[config.mk]
export PLATFORM = sky130hd
export DESIGN_NAME = sub_serial
export DESIGN_NICKNAME = d
export VERILOG_FILES = /design/src/rtl/sub_pkg.sv /design/src/rtl/sub_digit.sv /design/src/rtl/sub_serial.sv
export SDC_FILE = /design/constraint.sdc
export NUM_CORES = 1
export LEC_CHECK = 0
export ABC_AREA = 1
export CAP_MARGIN = 0
export CORE_UTILIZATION = 50
export CTS_BUF_LIST = sky130_fd_sc_hd__clkbuf_8 sky130_fd_sc_hd__clkbuf_16
export DETAILED_ROUTE_END_ITERATION = 10
export DONT_BUFFER_PORTS = 1
export SETUP_SLACK_MARGIN = 0.15
export SLEW_MARGIN = 20
export SYNTH_ARGS = -nofsm -noshare
export SYNTH_HDL_FRONTEND = slang
export SYNTH_SLANG_ARGS = --single-unit
[constraint.sdc]
create_clock -name clk -period 5.4 [get_ports clk]
set_input_delay 0.27 -clock clk [delete_from_list [all_inputs] [get_ports clk]]
set_output_delay 0.27 -clock clk [all_outputs]
set_load 0.02 [all_outputs]
[src/rtl/sub_pkg.sv]
// rtl/sub_pkg.sv - shared types and elaboration helpers for the serial subtractor
package sub_pkg;

  typedef enum logic [1:0] {
    IDLE,
    RUN,
    DONE
  } state_t;

  // Smallest r with 2**r >= v; constant-bounded loop so it elaborates anywhere.
  function automatic int clog2(input int v);
    int r;
    r = 0;
    for (int i = 0; i < 31; i++) begin
      if ((1 << i) < v) r = i + 1;
    end
    return r;
  endfunction

  function automatic int calc_steps(input int n, input int w);
    return n / w;
  endfunction

endpackage

[src/rtl/sub_digit.sv]
// rtl/sub_digit.sv - combinational W-bit subtract-with-borrow slice
module sub_digit #(
  parameter int W = 4
) (
  input  logic [W-1:0] a,
  input  logic [W-1:0] b,
  input  logic         bin,
  output logic [W-1:0] d,
  output logic         bout
);

  logic carry;

  // Adder ripple on a + ~b + ~bin: a carry out of a bit means no borrow.
  always_comb begin
    d     = '0;
    carry = ~bin;
    for (int i = 0; i < W; i++) begin
      d[i]  = a[i] ^ ~b[i] ^ carry;
      carry = (a[i] & ~b[i]) | (carry & (a[i] ^ ~b[i]));
    end
    bout = ~carry;
  end

endmodule

[src/rtl/sub_serial.sv]
// rtl/sub_serial.sv - multi-cycle subtractor, W bits per clock with valid/ready handshakes
module sub_serial
  import sub_pkg::*;
#(
  parameter int N = 32,
  parameter int W = 4
) (
  input  logic         clk,
  input  logic         rst_n,
  input  logic         in_valid,
  output logic         in_ready,
  input  logic [N-1:0] num1,
  input  logic [N-1:0] num2,
  input  logic         borrowin,
  output logic         out_valid,
  input  logic         out_ready,
  output logic [N-1:0] D,
  output logic         borrowout,
  output logic         overflow
);

  localparam int STEPS = calc_steps(N, W);
  localparam int CW    = clog2(STEPS + 1);

  if (W < 1 || W > N || (N % W) != 0) begin : g_bad_params
    $error("sub_serial: W must divide N and satisfy 1 <= W <= N");
  end

  state_t         state_q, state_d;
  logic [N-1:0]   a_q, b_q;
  logic           borrow_q;
  logic           msb1_q, msb2_q;
  logic [CW-1:0]  cnt_q;
  logic [W-1:0]   dig;
  logic           dig_bout;
  logic [N-1:0]   r_next;
  logic           last;

  assign last = (cnt_q == CW'(STEPS - 1));

  sub_digit #(.W(W)) u_digit (
    .a    (a_q[W-1:0]),
    .b    (b_q[W-1:0]),
    .bin  (borrow_q),
    .d    (dig),
    .bout (dig_bout)
  );

  // Partial result only needs the N-W bits already produced; the new digit enters at the top.
  if (W == N) begin : g_single
    assign r_next = dig;
  end else begin : g_multi
    logic [N-W-1:0] r_q;

    always_ff @(posedge clk or negedge rst_n) begin
      if (!rst_n) begin
        r_q <= '0;
      end else if (state_q == IDLE && in_valid) begin
        r_q <= '0;
      end else if (state_q == RUN) begin
        r_q <= r_next[N-1:W];
      end
    end

    assign r_next = {dig, r_q};
  end

  always_ff @(posedge clk or negedge rst_n) begin
    if (!rst_n) state_q <= IDLE;
    else        state_q <= state_d;
  end

  always_comb begin
    state_d   = state_q;
    in_ready  = 1'b0;
    out_valid = 1'b0;
    case (state_q)
      IDLE: begin
        in_ready = 1'b1;
        if (in_valid) state_d = RUN;
      end
      RUN: begin
        if (last) state_d = DONE;
      end
      DONE: begin
        out_valid = 1'b1;
        if (out_ready) state_d = IDLE;
      end
      default: state_d = IDLE;
    endcase
  end

  always_ff @(posedge clk or negedge rst_n) begin
    if (!rst_n) begin
      a_q       <= '0;
      b_q       <= '0;
      borrow_q  <= 1'b0;
      msb1_q    <= 1'b0;
      msb2_q    <= 1'b0;
      cnt_q     <= '0;
      D         <= '0;
      borrowout <= 1'b0;
      overflow  <= 1'b0;
    end else begin
      case (state_q)
        IDLE: begin
          if (in_valid) begin
            a_q      <= num1;
            b_q      <= num2;
            borrow_q <= borrowin;
            msb1_q   <= num1[N-1];
            msb2_q   <= num2[N-1];
            cnt_q    <= '0;
          end
        end
        RUN: begin
          a_q      <= a_q >> W;
          b_q      <= b_q >> W;
          borrow_q <= dig_bout;
          cnt_q    <= cnt_q + 1'b1;
          if (last) begin
            D         <= r_next;
            borrowout <= dig_bout;
            overflow  <= (msb1_q != msb2_q) && (r_next[N-1] != msb1_q);
          end
        end
        default: ;
      endcase
    end
  end

endmodule

# Word-level counts from Yosys, hierarchy flattened
# Cells that the tools add are included.
[totals] out_inout_bits=36 reg_bits=135 in_bits=69 word_cells=71
[op_classes] n_reduce_logical=9 n_addsub=1 bitwise=26 n_mux=16 n_eq_ne=8
[ops] op="case mux 32 bit (2 select lines)" n=2
[ops] op="two-way mux 32 bit" n=2
[ops] op="two-way mux 28 bit" n=2
[ops] op="bitwise AND 1 bit" n=8
[ops] op="case mux 4 bit (2 select lines)" n=1
[ops] op="XOR 1 bit" n=8
[ops] op="two-way mux 2 bit" n=3
[ops] op="!= test 2 bit (second input constant)" n=3
[ops] op="NOT 1 bit" n=6
[ops] op="case mux 2 bit (3 select lines)" n=1
[ops] op="AND reduction 2 bit" n=3
[ops] op="adder 4 x 1 -> 4 bit (second input constant)" n=1
[ops] op="== test 4 x 3 -> 1 bit (second input constant)" n=1
[ops] op="two-way mux 4 bit" n=1
[ops] op="OR 1 bit" n=4
[ops] op="nonzero test 2 bit" n=2
[ops] op="two-way mux 1 bit" n=3
[ops] op="AND reduction 3 bit" n=1
[ops] op="== test 2 x 1 -> 1 bit (second input constant)" n=1
[ops] op="== test 2 bit (second input constant)" n=1
[ops] op="logical AND 1 bit" n=2
[ops] op="logical NOT 2 bit" n=1
[ops] op="!= test 1 bit" n=2
[ops] op="case mux 1 bit (2 select lines)" n=1

# Depth between registers and ports, before layout
# Gate-level depths: netlist of the first run.
[depth] depth_word=12 mapped_depth=12 depth_no_buf=12

# Hierarchy
# A second synthesis of the first run with hierarchy kept.
[unflattened] cells_unflattened=772 area_unflattened_um2=6027.0
[by_module_without_submodules] module="sub_serial" seq_area_each_um2=3378.2 n_inst=1 area_each_um2=5916.9 cells_each=760
[by_module_without_submodules] module="sub_digit" seq_area_each_um2=0.0 n_inst=1 area_each_um2=110.1 cells_each=12

# Worst setup path before layout of the first run
# No wires, ideal clock.
[synth_timing] path_kind="register to register" start="reg b_q[0]" end="reg overflow" path_buffers=0 setup_ns=0.116 arrival_ns=2.065 required_time_ns=5.284 period_less_slack_ns=2.182 path_stages_with_launch=12 slack_ns=3.218 path_cell_list="dfrtp_1 -> inv_1 -> fa_1 -> inv_1 -> fa_1 -> fa_1 -> inv_1 -> fa_1 -> nand3_1 -> nand2_1 -> nand2_1 -> nand2_1"
[synth_between] elab_chain_cells=11 elab_cells_between_ends=12 cone_classes="eq/ne (1); bitwise (10); reduce/logical (1)"
[synth_rtl] item="start: declaration" line_no="sub_serial.sv:30" rtl="logic [N-1:0] a_q, b_q;"
[synth_rtl] item="start signal: assignment" line_no="sub_serial.sv:109" rtl="b_q <= num2;"
[synth_rtl] item="start signal: assignment" line_no="sub_serial.sv:118" rtl="b_q <= b_q >> W;"
[synth_rtl] item="NOT 1 bit *" line_no="sub_digit.sv:20" rtl="carry = (a[i] & ~b[i]) | (carry & (a[i] ^ ~b[i]));"
[synth_rtl] item="XOR 1 bit" line_no="sub_digit.sv:20"
[synth_rtl] item="bitwise AND 1 bit" line_no="sub_digit.sv:20"
[synth_rtl] item="OR 1 bit *" line_no="sub_digit.sv:20"
[synth_rtl] item="bitwise AND 1 bit *" line_no="sub_digit.sv:20"
[synth_rtl] item="OR 1 bit *" line_no="sub_digit.sv:20"
[synth_rtl] item="bitwise AND 1 bit *" line_no="sub_digit.sv:20"
[synth_rtl] item="OR 1 bit *" line_no="sub_digit.sv:20"
[synth_rtl] item="XOR 1 bit *" line_no="sub_digit.sv:19" rtl="d[i] = a[i] ^ ~b[i] ^ carry;"
[synth_rtl] item="net dig[3]" line_no="sub_serial.sv:34" rtl="logic [W-1:0] dig;"
[synth_rtl] item="!= test 1 bit *" line_no="sub_serial.sv:124" rtl="overflow <= (msb1_q != msb2_q) && (r_next[N-1] != msb1_q);"
[synth_rtl] item="logical AND 1 bit *" line_no="sub_serial.sv:124"
[synth_rtl] item="end signal: assignment" line_no="sub_serial.sv:124"
[synth_rtl] item="end: declaration" line_no="sub_serial.sv:19" rtl="output logic overflow"
# Mark *: on every way through the listed nets, which the timed path passes. The rest lies on a longest branch.
# A chain may end at the register's enable or synchronous reset.

# Worst setup path after layout of the first run
[layout_timing] start="reg state_q[1]" end="reg D[26]"
[layout_between] elab_chain_cells=2
[layout_rtl] item="start: declaration" line_no="sub_serial.sv:29" rtl="state_t state_q, state_d;"
[layout_rtl] item="start signal: assignment" line_no="sub_serial.sv:70" rtl="else state_q <= state_d;"
[layout_rtl] item="== test 2 x 1 -> 1 bit" line_no="sub_serial.sv:105" rtl="case (state_q)"
[layout_rtl] item="AND reduction 2 bit (no source line)"
[layout_rtl] item="end signal: assignment" line_no="sub_serial.sv:122" rtl="D <= r_next;"
[layout_rtl] item="end: declaration" line_no="sub_serial.sv:17" rtl="output logic [N-1:0] D,"
# No other way between the ends.

==> impl_metrics.yaml, run 1 <==
run_status:
  outcome: "finished with violations"
  violations: "design-rule violations"
clock_network:
  clockRootBuffer: "clkbuf_16"
  clock_path_buffers: 2
  clk_pin_slew_worst_paths_ns: 0.06
  htree_levels: 4
  tritoncts.num_buffers: 17
  worstSkewPairLatency_ns: 0.42
  cts_sinks: 135
  cts_resized: 0
  cts_tree: "yes"
timing:
  finalSetupTns_ns: 0
  worst_slew_pin_slew_ns: 0.920
  fmax_mhz: 311
  drv_slew: 0
  fin_ws_ns: 2.18
  rsz0062_at_grt: "no"
  setup_viol: 0
  finalClockSkew_ns: 0.00485
  timing.final.crit_share_pct: 59.5
  fin_crit_ns: 3.22
  hold_viol: 0
  max-slew-margin-rel_pct: 38.7
grt:
  grt_max_degree: 136
  antenna_found_initial: 0
  overflow: 0
  grt_pass1_vias: 4604
  grtUsageTotal_pct: 23.3
  grt_pass1_wl_mm: 22.8
flow_run:
  maxCapViolCount: 0
yosys:
  ys_seq_elements: 135
  synth_most_common_cell: "nand2_1"
  ys_top_cells_by_count: "nand2_1 (459), dfrtp_1 (135), nand3_1 (63)"
  synthDistinctLibCells: 19
  syn-cell-area_um2: 6030
  ys.warnings.count: 0
  synth.yosys.seq_area_share_pct: 56.0
  netlist_top_cells_area: "dfrtp_1 (56%), nand2_1 (29%), nand3_1 (5.2%)"
  synth_edf_count: 0
  ys_async_sr_fraction_pct: 100
  synth_nets: 845
  synth_cells: 771
  postSynthAreaPerCell_um2: 7.82
  synth_top_area_share_pct: 56.0
  synth_flop_cell: "dfrtp_1"
  synth_area_leader_cell: "dfrtp_1"
setup_path:
  crit_type: "reg2reg"
  critPathCaptureType: "register"
  startpoint_type: "register"
  cp_data_arrival_time_ns: 3.52
  cp.required_ns: 5.70
  r2r_slack_ns: 2.18
  path_max_fanout: 73
pwr:
  vdd_ir_drop_max_v: 0.000274
  power_density_nw_per_um2: 645
  p_leak_nw: 3.72
routing:
  drt-initial-drc-count: 334
  drt_wl_total_mm: 13.2
  via_per_inst: 5.10
  wire_per_inst_um: 14.4
  vias: 4664
  ant_nets: 0
  drc_errors: 6
  first_pass_iters: 10
die:
  io-pin-count: 105
  initial_core_util_pct: 52.1
  die_y_um: 112
  die_area_um2: 12500
  num_rows: 39
  core_area_um2: 11600
  die_w_um: 112
placed_design:
  dpl.hpwl_mm: 7.74
  dp_slack_ns: 1.53
  port_buffers: 0
  place.gp.congestion: 0.721
layout:
  diodes: 0
  area.growth.synth_to_final_pct: 11.8
  final_util_pct: 58.3
  layout.nets: 832
  drive_above_1_share_pct: 5.06
hold_path:
  min_path_type: "in2reg"
worst max-delay path: stages (launching register included):
cell     delay [ns]
dfrtp_1        0.39
inv_2          0.05
buf_4          0.49
nand2_4        0.59
inv_1          0.67
nand2_2        0.55
nand2_1        0.19
nand2_1        0.07
layout by cell type, fill, tap and decap left out:
cell	instances
inv_1	28
o21ai_4	1
nand2_1	458
buf_16	1
nor2_1	4
o21ai_0	28
nand2_2	1
dlygate4sd3_1	9
clkbuf_8	3
dfrtp_1	134
clkinvlp_4	1
dfrtp_4	1
o31ai_1	1
nor2_4	1
clkbuf_16	17
clkinv_2	6
inv_2	1
fa_1	4
clkinv_1	1
buf_4	2
bufinv_16	3
nand3_1	63
nand2_4	1
ha_1	1
nand4_1	1
cell type report:
type	instances	area, um2
clock buffers	20	467
clock inverters	12	134
fillers	1123	4820
inverters	28	106
multi-input cells	564	2340
flip-flops and latches	135	3380
well taps	143	179
repair buffers	12	133
final timing paths:
kind	start	end	cells after the start
max in group asynchronous	rst_n	state_q[0]$_DFFE_PN0P_	2
min reg2reg	g_multi.r_q[21]$_DFFE_PN0P_	D[21]$_DFFE_PN0P_	2
min	in_valid	borrow_q$_DFFE_PN0P_	2
max	state_q[1]$_DFFE_PN0P_	D[26]$_DFFE_PN0P_	7
min in group asynchronous	rst_n	D[16]$_DFFE_PN0P_	2
max reg2reg	state_q[1]$_DFFE_PN0P_	D[26]$_DFFE_PN0P_	7
registers in the layout (all words and copies together), names as in the netlist:
register     flops
state_q          2
a_q             32
b_q             32
D               32
borrow_q         1
overflow         1
msb1_q           1
cnt_q            4
borrowout        1
g_multi.r_q     28
msb2_q           1
repair_timing:
item / in CTS / in global routing
hold buffers: 10 / 0
hold endpoints to repair: 143 / 0
buffers inserted: 0 / 0
power breakdown:
group	leakage, nW	total [W]	switching [W]	internal [W]
registers	1.75	0.00190	0.000454	0.00144
clock network	0.309	0.00117	0.000414	0.000752
logic	1.66	0.00128	0.000844	0.000438
total	3.72	0.00435	0.00171	0.00263
per-layer routing:
layer  up-vias  part of all wire, %  GRT usage (%)
met5         -                    0              0
met4         0                  2.3           10.7
met3        26                  5.0           5.88
met2       135                   47           36.2
met1      2165                   46           30.7
li1       2338                    -              -
kinds of logic (layout without fill, tap and decap cells):
logic type,Yosys count,in the layout,share of synthesized area [%]
and+or+nand+nor,529,529,34.4
DFF,135,135,56.0
buffers and inverters,72,72,5.27
AOI/OAI and AO/OA,30,30,2.72
adders and majority gates,5,5,1.54
metrics by stage:
| stage | std cells | cell area [um2] | total power, W | hold WS, ns |
|---|---|---|---|---|
| 2_1_floorplan | 771 | 6030 | 0.00286 | -0.0256 |
| 3_3_place_gp | 872 | 6010 | 0.00313 | -0.0218 |
| 3_5_place_dp | 872 | 6020 | 0.00318 | -0.0221 |
| 4_1_cts | 914 | 6740 | 0.00439 | 0.00663 |
| 5_1_grt | 914 | 6740 | 0.00471 | 0.0231 |
| 6_report | 914 | 6740 | 0.00435 | 0.0155 |
No activity file was read; power rests on OpenSTA's default activity.
==> run 2: changes to the inputs <==
--- a/config.mk
+++ b/config.mk
@@ -11,6 +11,7 @@
 export CTS_BUF_LIST = sky130_fd_sc_hd__clkbuf_8 sky130_fd_sc_hd__clkbuf_16
 export DETAILED_ROUTE_END_ITERATION = 10
 export DONT_BUFFER_PORTS = 1
+export PLACE_DENSITY = 0.68
 export SETUP_SLACK_MARGIN = 0.15
 export SLEW_MARGIN = 20
 export SYNTH_ARGS = -nofsm -noshare
==> constraint.sdc (replaced) <==
create_clock -name clk -period 2.6 [get_ports clk]
set_input_delay 0.13 -clock clk [delete_from_list [all_inputs] [get_ports clk]]
set_output_delay 0.13 -clock clk [all_outputs]
set_load 0.02 [all_outputs]
==> impl_metrics.yaml, run 2 (synthesized netlist as in run 1, its figures left out) <==
flow_run:
  maxCapViolCount: 0
timing:
  setup_viol: 0
  finalSetupTns_ns: 0
  hold_viol: 135
  fmax_mhz: 437
  hold_ws_ns: -0.596
  fin_crit_ns: 2.29
  worst_slew_pin_slew_ns: 0.911
  max-slew-margin-rel_pct: 39.2
  drv_slew: 0
  fin_ws_ns: 0.312
  finalClockSkew_ns: 0.00665
  rsz0062_at_grt: "no"
  timing.final.crit_share_pct: 88.0
pwr:
  power_switching_w: 0.00359
  power_density_nw_per_um2: 1230
  p_leak_nw: 3.95
  p_int_w: 0.00539
  swShare_pct: 40.0
  combPwrFrac_pct: 32.0
  power_w: 0.00899
  p_clk_share_pct: 25.2
  vdd_ir_drop_max_v: 0.000681
  power_frac_seq_pct: 42.8
placed_design:
  dpl.cell_count: 879
  port_buffers: 0
  dpl.hpwl_mm: 8.17
  dp_slack_ns: 0.272
  place.gp.congestion: 0.771
layout:
  final_cell_mix: "nand2_1 (459), dfrtp_1 (134), dlygate4sd3_1 (67), nand3_1 (63), o21ai_0 (28)"
  final_common_cell: "nand2_1"
  stdcell_count: 979
  layout.nets: 897
  regArea_um2: 3380
  multi_input_area_um2: 2340
  fillCellCount: 1008
  area.growth.synth_to_final_pct: 21.4
  drive_above_1_share_pct: 5.74
  reg_top3: "D (32), a_q (32), b_q (32)"
  diodes: 0
setup_path:
  path_cells: "inv_1, fa_1, inv_1, fa_2, fa_1, inv_1, fa_1, inv_2, nand3_1, nand2_1, nand2_1, nand2_1"
  startpoint_type: "register"
  slowest_stage: "fa_1"
  r2r-start: "b_q[0]$_DFFE_PN0P_"
  crit_type: "reg2reg"
  cp_data_arrival_time_ns: 2.65
  rr_worst_depth: 12
  cp-startpoint: "b_q[0]$_DFFE_PN0P_"
  critPathCaptureType: "register"
  path_max_fanout: 3
  cp.required_ns: 2.96
  slowest_delay_ns: 0.46
clock_network:
  cts_sinks: 135
  clk_pin_slew_worst_paths_ns: 0.06
  clockRootBuffer: "clkbuf_16"
  cts-hold-fix-buffers: 67
  worstSkewPairLatency_ns: 0.42
  htree_levels: 4
  cts_tree: "yes"
  tritoncts.num_buffers: 17
  clock_path_buffers: 2
routing:
  ant_nets: 0
  via_per_inst: 5.14
  wire_per_inst_um: 14.2
  drt-initial-drc-count: 310
  drt_wl_total_mm: 13.9
  drc_errors: 5
  first_pass_iters: 7
  vias: 5032
die:
  die_y_um: 112
  initial_core_util_pct: 52.1
  die_w_um: 112
  core_area_um2: 11600
  io-pin-count: 105
  die_area_um2: 12500
  num_rows: 39
grt:
  antenna_found_initial: 0
  overflow: 0
  grtUsageTotal_pct: 24.3
  grt_max_degree: 136
  grt_pass1_vias: 4975
  grt_pass1_wl_mm: 23.9
run_status:
  violations: "design-rule violations, negative hold slack"
  outcome: "finished with violations"
hold_path:
  min_path_type: "in2async"
run 2: layout make-up:
cell class	instances	area share (%)
clock inverters	12	1.42
repair buffers	77	10.2
flip-flops and latches	135	46.2
inverters	28	1.45
multi-input cells	564	31.9
clock buffers	20	6.38
well taps	143	2.45
run 2: critical path, delay by kind of cell (launching register included):
family / cells / cell delay [ns]
flops: 1 / 0.38
buf+inv: 4 / 0.30
fa+ha+maj: 4 / 1.31
simple gates: 4 / 0.23
run 2: what timing repair did:
| action | in CTS | in global routing |
|---|---|---|
| hold endpoints to repair | 204 | 135 |
| buffers inserted | 0 | 1 |
| resized for setup | 0 | 2 |
| setup endpoints to repair | 0 | 1 |
run 2: power by group through the flow:
stage               Combinational [W]  Sequential (W)  Clock (W)
finish                        0.00288         0.00384    0.00227
CTS                           0.00286         0.00385    0.00232
global placement              0.00268         0.00384          0
detailed placement            0.00276         0.00387          0
floorplan                     0.00226         0.00368          0
global route                  0.00335         0.00395    0.00240
run 2: metrics by stage:
step | util, % | hold WS [ns] | instance area, um2
2_1_floorplan | - | -0.166 | 6030
3_3_place_gp | 52.4 | -0.161 | 6060
3_5_place_dp | 52.4 | -0.162 | 6060
4_1_cts | 63.2 | -0.617 | 7310
5_1_grt | 63.3 | -0.621 | 7320
6_report | 63.3 | -0.596 | 7320
run 2: worst paths after layout:
| path | endpoint | slack (ns) |
|---|---|---|
| max reg2reg | overflow$_DFFE_PN0P_ | 0.31 |
| max | overflow$_DFFE_PN0P_ | 0.31 |
| max in group asynchronous | b_q[6]$_DFFE_PN0P_ | 3.02 |
| min | D[16]$_DFFE_PN0P_ | -0.60 |
| min in group clk | b_q[28]$_DFFE_PN0P_ | 0.37 |
| min reg2reg | D[21]$_DFFE_PN0P_ | 0.48 |
run 2: routing by layer:
metal  wire length, um  GRT usage (%)  up-vias
li1                  -              -     2479
met1              6490           31.9     2377
met2              6450           38.5      147
met3               683           6.42       29
met4               282           9.73        0
met5                 0              0        -
==> run 3: changes to the inputs <==
--- a/config.mk
+++ b/config.mk
@@ -7,11 +7,11 @@
 export LEC_CHECK = 0
 export ABC_AREA = 1
 export CAP_MARGIN = 0
+export CORE_ASPECT_RATIO = 1.75
 export CORE_UTILIZATION = 50
 export CTS_BUF_LIST = sky130_fd_sc_hd__clkbuf_8 sky130_fd_sc_hd__clkbuf_16
 export DETAILED_ROUTE_END_ITERATION = 10
 export DONT_BUFFER_PORTS = 1
-export PLACE_DENSITY = 0.68
 export SETUP_SLACK_MARGIN = 0.15
 export SLEW_MARGIN = 20
 export SYNTH_ARGS = -nofsm -noshare
==> constraint.sdc (replaced) <==
create_clock -name clk -period 2.3 [get_ports clk]
set_input_delay 0.115 -clock clk [delete_from_list [all_inputs] [get_ports clk]]
set_output_delay 0.115 -clock clk [all_outputs]
set_load 0.02 [all_outputs]
==> impl_metrics.yaml, run 3 (synthesized netlist as in run 1, its figures left out) <==
placed_design:
  place.gp.congestion: 0.781
  port_buffers: 0
  dp_slack_ns: 0.0365
  dpl.hpwl_mm: 8.57
die:
  initial_core_util_pct: 51.8
  die_area_um2: 12500
  io-pin-count: 105
  core_area_um2: 11600
  die_w_um: 85.0
  num_rows: 52
  die_y_um: 147
clock_network:
  cts_tree: "yes"
  clk_pin_slew_worst_paths_ns: 0.06
  cts-hold-fix-buffers: 67
  clock_path_buffers: 2
  worstSkewPairLatency_ns: 0.41
  htree_levels: 4
  tritoncts.num_buffers: 17
  clockRootBuffer: "clkbuf_16"
  cts_sinks: 135
layout:
  diodes: 0
  final_util_pct: 63.3
  fillCellCount: 1017
  regArea_um2: 3380
  reg_top3: "D (32), a_q (32), b_q (32)"
  multi_input_area_um2: 2350
  area.growth.synth_to_final_pct: 22.2
  layout.nets: 901
  final_cell_mix: "nand2_1 (458), dfrtp_1 (134), dlygate4sd3_1 (67), nand3_1 (62), o21ai_0 (27)"
  final_common_cell: "nand2_1"
  drive_above_1_share_pct: 7.03
setup_path:
  cp.required_ns: 2.65
  startpoint_type: "register"
  cp_data_arrival_time_ns: 2.61
  critPathCaptureType: "register"
  crit_type: "reg2reg"
  path_max_fanout: 3
  rr_worst_depth: 12
grt:
  grt_max_degree: 136
  grt_pass1_wl_mm: 24.0
  antenna_found_initial: 0
  grtUsageTotal_pct: 24.5
  overflow: 0
  grt_pass1_vias: 4985
timing:
  fmax_mhz: 441
  hold_viol: 135
  rsz0062_at_grt: "yes"
  hold_ws_ns: -0.604
  fin_ws_ns: 0.0336
  timing.final.crit_share_pct: 98.5
  fin_crit_ns: 2.27
  setup_viol: 0
  finalClockSkew_ns: 0.00950
  drv_slew: 0
  worst_slew_pin_slew_ns: 0.431
  max-slew-margin-rel_pct: 71.3
run_status:
  outcome: "finished with violations"
  violations: "negative hold slack"
routing:
  via_per_inst: 5.12
  wire_per_inst_um: 14.5
  drc_errors: 0
  ant_nets: 0
  vias: 4989
  first_pass_iters: 5
  drt_wl_total_mm: 14.2
  drt-initial-drc-count: 221
pwr:
  vdd_ir_drop_max_v: 0.000708
  p_leak_nw: 3.97
  power_density_nw_per_um2: 1400
hold_path:
  min_path_type: "in2async"
flow_run:
  maxCapViolCount: 0
-- run 3: cell count changes in the layout (fill, tap and decap cells not counted), moves of 2 or more --
| cell | before | now |
|---|---|---|
| inv_2 | 2 | 6 |
| clkbuf_8 | 3 | 0 |
| fa_1 | 3 | 0 |
| fa_2 | 1 | 4 |
| inv_1 | 26 | 23 |
| buf_12 | 0 | 2 |
| buf_4 | 10 | 12 |
-- run 3: path summary, 6_finish.rpt --
check | end | from | slack, ns
worst max-delay path | overflow$_DFFE_PN0P_ | b_q[0]$_DFFE_PN0P_ | 0.03
worst min-delay path | D[6]$_DFFE_PN0P_ | rst_n | -0.60
worst max register to register | overflow$_DFFE_PN0P_ | b_q[0]$_DFFE_PN0P_ | 0.03
worst min register to register | D[1]$_DFFE_PN0P_ | g_multi.r_q[1]$_DFFE_PN0P_ | 0.47
max in group asynchronous | a_q[21]$_DFFE_PN0P_ | rst_n | 2.74
min in group clk | b_q[14]$_DFFE_PN0P_ | in_valid | 0.14
-- run 3: what timing repair did --
action	in CTS	in global routing
resized for setup	2	7
pin swaps	1	1
endpoints found under the setup margin	2	3
buffers inserted	1	1
hold endpoints to repair	204	135
-- run 3: power by group --
group | total [W] | switching, W | internal (W)
combinational | 0.00344 | 0.00216 | 0.00127
clock | 0.00257 | 0.000998 | 0.00158
sequential | 0.00433 | 0.000943 | 0.00339
-- run 3: through the flow --
step / instances / TNS (ns) / area, um2 / total power, W / hold slack (ns)
finish: 974 / 0 / 7370 / 0.0103 / -0.604
floorplan: 771 / 0 / 6030 / 0.00673 / -0.181
global placement: 874 / 0 / 6110 / 0.00749 / -0.178
detailed placement: 874 / 0 / 6110 / 0.00761 / -0.178
CTS: 973 / 0 / 7350 / 0.0103 / -0.623
global route: 974 / -0.0890 / 7370 / 0.0112 / -0.624
-- run 3: final cells by class --
type                       instances  area share, %
clock buffer                      17           5.77
clock inverter                    14           1.87
inverter                          28           1.43
multi-input combinational        564           31.9
sequential                       135           45.9
tap                              135           2.29
timing repair buffer              81           10.9
-- run 3: worst max-delay path, cell delays in order (launching register included) --
cell     delay, ns
dfrtp_1       0.39
inv_2         0.07
fa_2          0.19
inv_2         0.04
fa_2          0.33
fa_2          0.34
inv_2         0.06
fa_2          0.46
inv_2         0.09
nand3_2       0.06
nand2_1       0.06
nand2_1       0.05
nand2_1       0.07
-- run 3: metal layers --
metal	vias up	GRT usage [%]	routed length (um)
li1	2479	-	-
met1	2380	30.2	5720
met2	117	42.5	7750
met3	13	3.99	425
met4	0	9.58	274
met5	-	0	0
